===== config.mk =====
export PLATFORM = sky130hd
export DESIGN_NAME = me_search_ctrl
export DESIGN_NICKNAME = d
export VERILOG_FILES = /design/src/rtl/me_search_ctrl.sv
export SDC_FILE = /design/constraint.sdc
export NUM_CORES = 1
export LEC_CHECK = 0
export CELL_PAD_IN_SITES_DETAIL_PLACEMENT = 1
export CELL_PAD_IN_SITES_GLOBAL_PLACEMENT = 2
export CORE_ASPECT_RATIO = 0.8
export CORE_UTILIZATION = 33
export CTS_BUF_LIST = sky130_fd_sc_hd__clkbuf_2
export DETAILED_ROUTE_END_ITERATION = 16
export HOLD_SLACK_MARGIN = 0.08
export PLACE_DENSITY_LB_ADDON = 0.1
export SLEW_MARGIN = 0
export SYNTH_ARGS = -nofsm -noshare
export SYNTH_HDL_FRONTEND = slang
export SYNTH_SLANG_ARGS = --single-unit

===== constraint.sdc =====
create_clock -name clk -period 1.96 [get_ports clk]
set_input_delay 0.196 -clock clk [delete_from_list [all_inputs] [get_ports clk]]
set_output_delay 0.196 -clock clk [all_outputs]
set_load 0.02 [all_outputs]

===== src/rtl/me_search_ctrl.sv =====
// rtl/me_search_ctrl.sv - full-search candidate scheduler with tag pipe and running-minimum SAD tracker
// Optional ME_EARLY_TERM_EN: a valid zero SAD ends issuing and drains the pipe early.
module me_search_ctrl #(
  parameter int RANGE    = 16,
  parameter int PIPE_LAT = 5,
  parameter int SAD_W    = 16,
  localparam int NCAND   = 2 * RANGE,
  localparam int CW      = $clog2(NCAND)
) (
  input  logic             clk,
  input  logic             rst_n,
  input  logic             start,
  input  logic             cand_ready,
  input  logic [SAD_W-1:0] sum_in,
  output logic             cand_valid,
  output logic [CW-1:0]    cand_x,
  output logic [CW-1:0]    cand_y,
  output logic             busy,
  output logic             done,
  output logic [SAD_W-1:0] best_sad,
  output logic [CW-1:0]    best_x,
  output logic [CW-1:0]    best_y
);

  typedef enum logic [1:0] {IDLE, ISSUE, DRAIN, DONE} state_t;

  localparam logic [CW-1:0] LAST = CW'(NCAND - 1);

  state_t              state, state_nxt;
  logic [CW-1:0]       x_cnt, y_cnt;
  logic [PIPE_LAT-1:0] tag_v;
  logic [CW-1:0]       tag_x [PIPE_LAT];
  logic [CW-1:0]       tag_y [PIPE_LAT];

  logic issue;
  logic last_cand;
  logic accept_start;
  logic cmp_valid;
  logic better;
  logic zero_hit;
  logic pending;

  assign issue        = (state == ISSUE) && cand_ready;
  assign last_cand    = (x_cnt == LAST) && (y_cnt == LAST);
  assign accept_start = (state == IDLE) && start;
  assign cmp_valid    = tag_v[PIPE_LAT-1];
  // Strict compare keeps the earlier raster candidate on ties
  assign better       = cmp_valid && (sum_in < best_sad);

`ifdef ME_EARLY_TERM_EN
  assign zero_hit = cmp_valid && (sum_in == '0);
`else
  assign zero_hit = 1'b0;
`endif

  // Entries still ahead of the output stage; the output stage itself is compared this cycle
  always_comb begin
    pending = 1'b0;
    for (int i = 0; i < PIPE_LAT - 1; i++) begin
      pending = pending | tag_v[i];
    end
  end

  always_ff @(posedge clk or negedge rst_n) begin
    if (!rst_n) begin
      state <= IDLE;
    end else begin
      state <= state_nxt;
    end
  end

  always_comb begin
    state_nxt = state;
    case (state)
      IDLE: begin
        if (start) state_nxt = ISSUE;
      end
      ISSUE: begin
        if (zero_hit || (issue && last_cand)) state_nxt = DRAIN;
      end
      DRAIN: begin
        if (!pending) state_nxt = DONE;
      end
      DONE: begin
        state_nxt = IDLE;
      end
      default: state_nxt = IDLE;
    endcase
  end

  always_ff @(posedge clk or negedge rst_n) begin
    if (!rst_n) begin
      x_cnt <= '0;
      y_cnt <= '0;
    end else if (accept_start) begin
      x_cnt <= '0;
      y_cnt <= '0;
    end else if (issue) begin
      if (x_cnt == LAST) begin
        x_cnt <= '0;
        y_cnt <= y_cnt + 1'b1;
      end else begin
        x_cnt <= x_cnt + 1'b1;
      end
    end
  end

  // Shifts every cycle: the adder tree has no stall, so bubbles travel as invalid slots
  always_ff @(posedge clk or negedge rst_n) begin
    if (!rst_n) begin
      tag_v <= '0;
      for (int i = 0; i < PIPE_LAT; i++) begin
        tag_x[i] <= '0;
        tag_y[i] <= '0;
      end
    end else begin
      tag_v    <= {tag_v[PIPE_LAT-2:0], issue};
      tag_x[0] <= x_cnt;
      tag_y[0] <= y_cnt;
      for (int i = 1; i < PIPE_LAT; i++) begin
        tag_x[i] <= tag_x[i-1];
        tag_y[i] <= tag_y[i-1];
      end
    end
  end

  always_ff @(posedge clk or negedge rst_n) begin
    if (!rst_n) begin
      best_sad <= '0;
      best_x   <= '0;
      best_y   <= '0;
    end else if (accept_start) begin
      best_sad <= '1;
      best_x   <= '0;
      best_y   <= '0;
    end else if (better) begin
      best_sad <= sum_in;
      best_x   <= tag_x[PIPE_LAT-1];
      best_y   <= tag_y[PIPE_LAT-1];
    end
  end

  assign cand_valid = issue;
  assign cand_x     = (state == ISSUE) ? x_cnt : '0;
  assign cand_y     = (state == ISSUE) ? y_cnt : '0;
  assign busy       = (state == ISSUE) || (state == DRAIN);
  assign done       = (state == DONE);

endmodule


Word-level counts from Yosys, hierarchy flattened. Index checks and enable logic that the tools add are counted.

Output and inout port bits: 39. Bits in registers: 93. Input port bits: 20.

Eq/ne operators: 8. Bitwise operators: 3. Magnitude comparators: 1. Reduce and logical (&&, ||, !) cells: 12. Mux-type cells: 18. $add $sub $neg: 2.

Operators by type and width (count): 5-bit two-way mux (12); 16-bit two-way mux (2); 16-bit less-than comparator (1); 5-bit by 1-bit adder with 5-bit output (second input constant) (2); 5-bit == test (second input constant) (2); 2-bit one-hot mux with 4 select lines (1); 2-bit two-way mux (3); 2-bit nonzero test (3); 1-bit logical AND (5); 2-bit == test (second input constant) (2); 2-bit != test (second input constant) (2); 1-bit bitwise OR (3); 3-bit AND reduction (1); 2-bit by 1-bit == test with 1-bit output (second input constant) (1); 2-bit zero test (1); 2-bit by 1-bit != test with 1-bit output (second input constant) (1); 2-bit AND reduction (1); 1-bit logical OR (1).

Logic depth before layout (Yosys ltp). Gate-level depths: netlist of the first run.

Word-level depth: 5. Gate-level depth with buffers: 9. Mapped depth without buffers: 8.

Worst setup path after synthesis of the first run. Ideal clock, no wire load.

Kind: reg-to-reg. Start: reg best_sad[15]. End: reg best_sad[11]. Data required time: 1.819 ns. Cell stages (with the launch flop): 10. Setup slack: -0.144 ns. Clock period less this slack: 2.104 ns. Arrival time: 1.963 ns. Cells stage by stage: dfrtp_1 inv_1 ha_1 nand4_2 a211o_1 o32a_1 buf_6 buf_8 nand3_1 nand3_1.

Longest elaborated chain between the ends: 3.

RTL lines: start: declaration (line 20) `output logic [SAD_W-1:0] best_sad,`; start signal: assignment (line 137) `best_sad <= sum_in;`; 16-bit less-than comparator (line 48) `assign better = cmp_valid && (sum_in < best_sad);`; 1-bit logical AND (line 48); 2-bit nonzero test (no line).

Every way passes these cells. A chain may end at the register's enable or synchronous reset.

Worst setup path after layout of the first run.
Start: reg best_sad[12]. End: reg best_sad[15].

Same word-level chain as after synthesis.

==> impl_metrics.csv, run 1 <==
group,metric,value,unit
run_status,outcome,"finished, violations left",
run_status,violations,"negative setup slack",
finish,drive_above_1_share,0.4298,
timing,tightestPinTransition,0.9325,ns
setup_path,crit_family,"compound AO/OA/AOI/OAI gates",
synth,yosys_warnings,0,
timing,clock.fmax,467.9,MHz
floorplan,die-area,0.01181,mm²
power_and_ir_drop,p_leak,0.002613,µW
setup_path,crit_chain,"inv_2 -> ha_4 -> nand4_4 -> a211o_1 -> buf_4 -> o32a_4 -> buf_12 -> nand3_1 -> nand3_1",
detailed_routing,wire_per_inst,17.25,µm
clock_network,clock_path_buffers,2,
setup_path,crit_arrival,2.56,ns
detailed_routing,ant_nets,0,
global_route,antenna_found_initial,0,
synth,synth_area,0.003755,mm²
finish,diodes,0,
timing,period_share,1.090,
timing,whs,0.1281,ns
floorplan,num_io_pins,59,
synth,synth_flop_cell,"dfrtp_1",
detailed_routing,drt-initial-drc-count,56,
placement,place_ws,-0.4044,ns
setup_path,startpoint_type,"flop",
power_and_ir_drop,intPower,4462,µW
placement,port_buffers,58,
finish,finalNonFillerCells,593,
setup_path,slowest_stage,"dfrtp_2",
clock_network,cts_tree,"built",
setup_path,crit_required,2.39,ns
detailed_routing,vias,2863,
synth,syn_area_per_cell,12.15,µm²
power_and_ir_drop,p_total,7163,µW
setup_path,path_class,"flop to flop",
synth,ys_seq_area_frac,0.6198,
timing,period_minus_slack,2.137,ns
finish,layout_commonest_cell,"dfrtp_1",
global_route,grt_pass1_wl,16.78,mm
detailed_routing,wl,10.23,mm
placement,place_inst,544,
setup_path,crit_fanout,10,
timing,finalSetupTns,-3.155,ns
clock_network,cts_num_sinks,93,
timing,setup_viol,26,
synth,synth_cells,309,
power_and_ir_drop,p_switching,2701,µW
finish,areaGrowthSynthToFinish,50.15,%
detailed_routing,routed_via_density,4.828,
global_route,grt_start_max_net_pins,42,
global_route,grt_usage,0.1893,
power_and_ir_drop,p_per_area,1270,mW/mm²
timing,hold_viol,0,
clock_network,cts_buffers,9,
floorplan,rows,34,
timing,maxSlewViolCount,0,
worst_hold_path,min_path_type,"input pin to async pin",
synth,synth_cell_types,42,
floorplan,start_util,0.3421,
global_route,grt_overflow,0,
power_and_ir_drop,comb_power_share,0.496,
detailed_routing,drt-pass1-iter-count,4,
clock_network,cts_root_buffer,"clkbuf_2",
job,max-cap-violations,0,
setup_path,path_buf_inv,3,
clock_network,htree_levels,3,
synth,synth_edf_count,0,
clock_network,clk_latency,0.58,ns
timing,fin_skew,0.06068,ns
power_and_ir_drop,switching_share,0.3770,
floorplan,die_h,97.41,µm
floorplan,coreArea,0.01098,mm²
finish,final_nets,488,
placement,hpwlAfterDp,6.031,mm
synth,synthesis.nets,353,
synth,synth-seq-cells,93,
clock_network,path_clk_slew,0.30,ns
placement,globalplace.congestion,0.7282,
global_route,grt_pass1_vias,3062,
setup_path,critPathCaptureType,"flop",
power_and_ir_drop,p_clk_frac,0.135,
floorplan,die_x,121.3,µm
detailed_routing,drc,0,
timing,worst_slack,-0.1773,ns
power_and_ir_drop,ir_drop,0.7841,mV
timing,rsz0062_at_grt,"true",
timing,slew_headroom,0.3763,
finish,layout_common_cells,"dfrtp_1, buf_4, nand3_1",
power_and_ir_drop,p_seq_frac,0.368,
setup_path,cp_common_cell,"nand3_1",
setup_path,max_stage_delay,0.43,ns
synth,async_reset_ff_frac,1.000,
==> stage by stage <==
stage | utilization | cell area, µm²
6_report | 0.5137 | 5638
5_1_grt | 0.5137 | 5638
3_3_place_gp | 0.4462 | 4897
4_1_cts | 0.4930 | 5411
3_5_place_dp | 0.4462 | 4897
2_1_floorplan | - | 3846
==> worst register-to-register path: stages (launching register included) <==
cell     delay (ns)
dfrtp_2        0.43
inv_2          0.04
ha_4           0.27
nand4_4        0.12
a211o_1        0.32
buf_4          0.14
o32a_4         0.36
buf_12         0.16
nand3_1        0.08
nand3_1        0.08
==> power groups by stage <==
stage,Clock (µW),Combinational (µW),Sequential [µW]
after global routing,1100,3870,2700
after detailed placement,0,2860,2690
after global placement,0,2810,2670
final,969,3560,2640
after floorplan,0,1310,2910
after CTS,1020,3320,2640
==> repair_timing <==
| item | CTS | global route |
|---|---|---|
| gates resized for setup | 110 | 60 |
| pin swaps | 18 | 11 |
| setup buffers | 15 | 9 |
| hold endpoints to repair | 93 | 0 |
| cloned | 6 | 0 |
| setup endpoints to repair | 44 | 45 |
| hold buffers | 3 | 0 |
==> cells in the mapped netlist, drive strengths merged, types with 2 or more instances <==
cell type	number	area share
dfrtp	93	0.62
nand3	48	0.067
o21ai	30	0.042
ha	24	0.080
a21oi	23	0.035
inv	19	0.019
and2	11	0.018
nand2	11	0.011
buf	7	0.018
clkbuf	7	0.0077
nor2	5	0.0050
a21o	3	0.0060
nand4	3	0.0067
nor3	3	0.0040
a211o	2	0.0050
and3	2	0.0033
nand2b	2	0.0053
o32a	2	0.0053
xor2	2	0.0047
==> worst paths after layout <==
check / slack [ns] / to / cells after the start / from
setup reg to reg: -0.18 / best_sad[15] / 9 / best_sad[12]
min in group clk: 0.21 / best_sad[0] / 3 / sum_in[0]
max in group asynchronous: 0.40 / best_sad[15] / 3 / rst_n
hold reg to reg: 0.36 / tag_x[3] / 0 / tag_x[8]
hold / removal: 0.13 / tag_x[3] / 3 / rst_n
setup / recovery: -0.18 / best_sad[15] / 9 / best_sad[12]
==> per-layer routing <==
layer | vias up | global-route usage | share of wire
met2 | 65 | 0.3020 | 0.48
li1 | 1360 | - | -
met5 | - | 0 | 0
met4 | 0 | 0.04843 | 0.014
met1 | 1426 | 0.2566 | 0.46
met3 | 12 | 0.04754 | 0.044
==> state kept, by name, indices dropped and copies added (netlist names) <==
name,count
best_sad,16
best_x,5
best_y,5
state,2
tag_v,5
tag_x,25
tag_y,25
x_cnt,5
y_cnt,5
==> final cells by class <==
cell class / count / area (µm²)
repair buffers: 135 / 1289
clock inverters: 7 / 73.82
multi-input cells: 185 / 1634
fillers: 1149 / 5338
well taps: 144 / 180.2
inverters: 20 / 75.07
clock buffers: 9 / 45.04
flip-flops and latches: 93 / 2341
==> cells by family (layout without fill, tap and decap cells) <==
logic type	Yosys count	in the layout	synth area share
buffers and inverters	34	171	0.04532
DFF	93	93	0.6198
adders and majority gates	24	24	0.07997
and+or+nand+nor	90	90	0.1293
AOI/OAI and AO/OA	65	68	0.1180
xor gates and xnor gates	2	2	0.004666
muxes	1	1	0.002999
(Power assumes the default switching activity.)
==> inputs of run 2 (changes only) <==
--- a/config.mk
+++ b/config.mk
@@ -10,6 +10,7 @@
 export CORE_ASPECT_RATIO = 0.8
 export CORE_UTILIZATION = 33
 export CTS_BUF_LIST = sky130_fd_sc_hd__clkbuf_2
+export CTS_CLUSTER_DIAMETER = 200
 export DETAILED_ROUTE_END_ITERATION = 16
 export HOLD_SLACK_MARGIN = 0.08
 export PLACE_DENSITY_LB_ADDON = 0.1
==> results of run 2 <==
The final DEF is identical to that of run 1; final timing and power are the same.
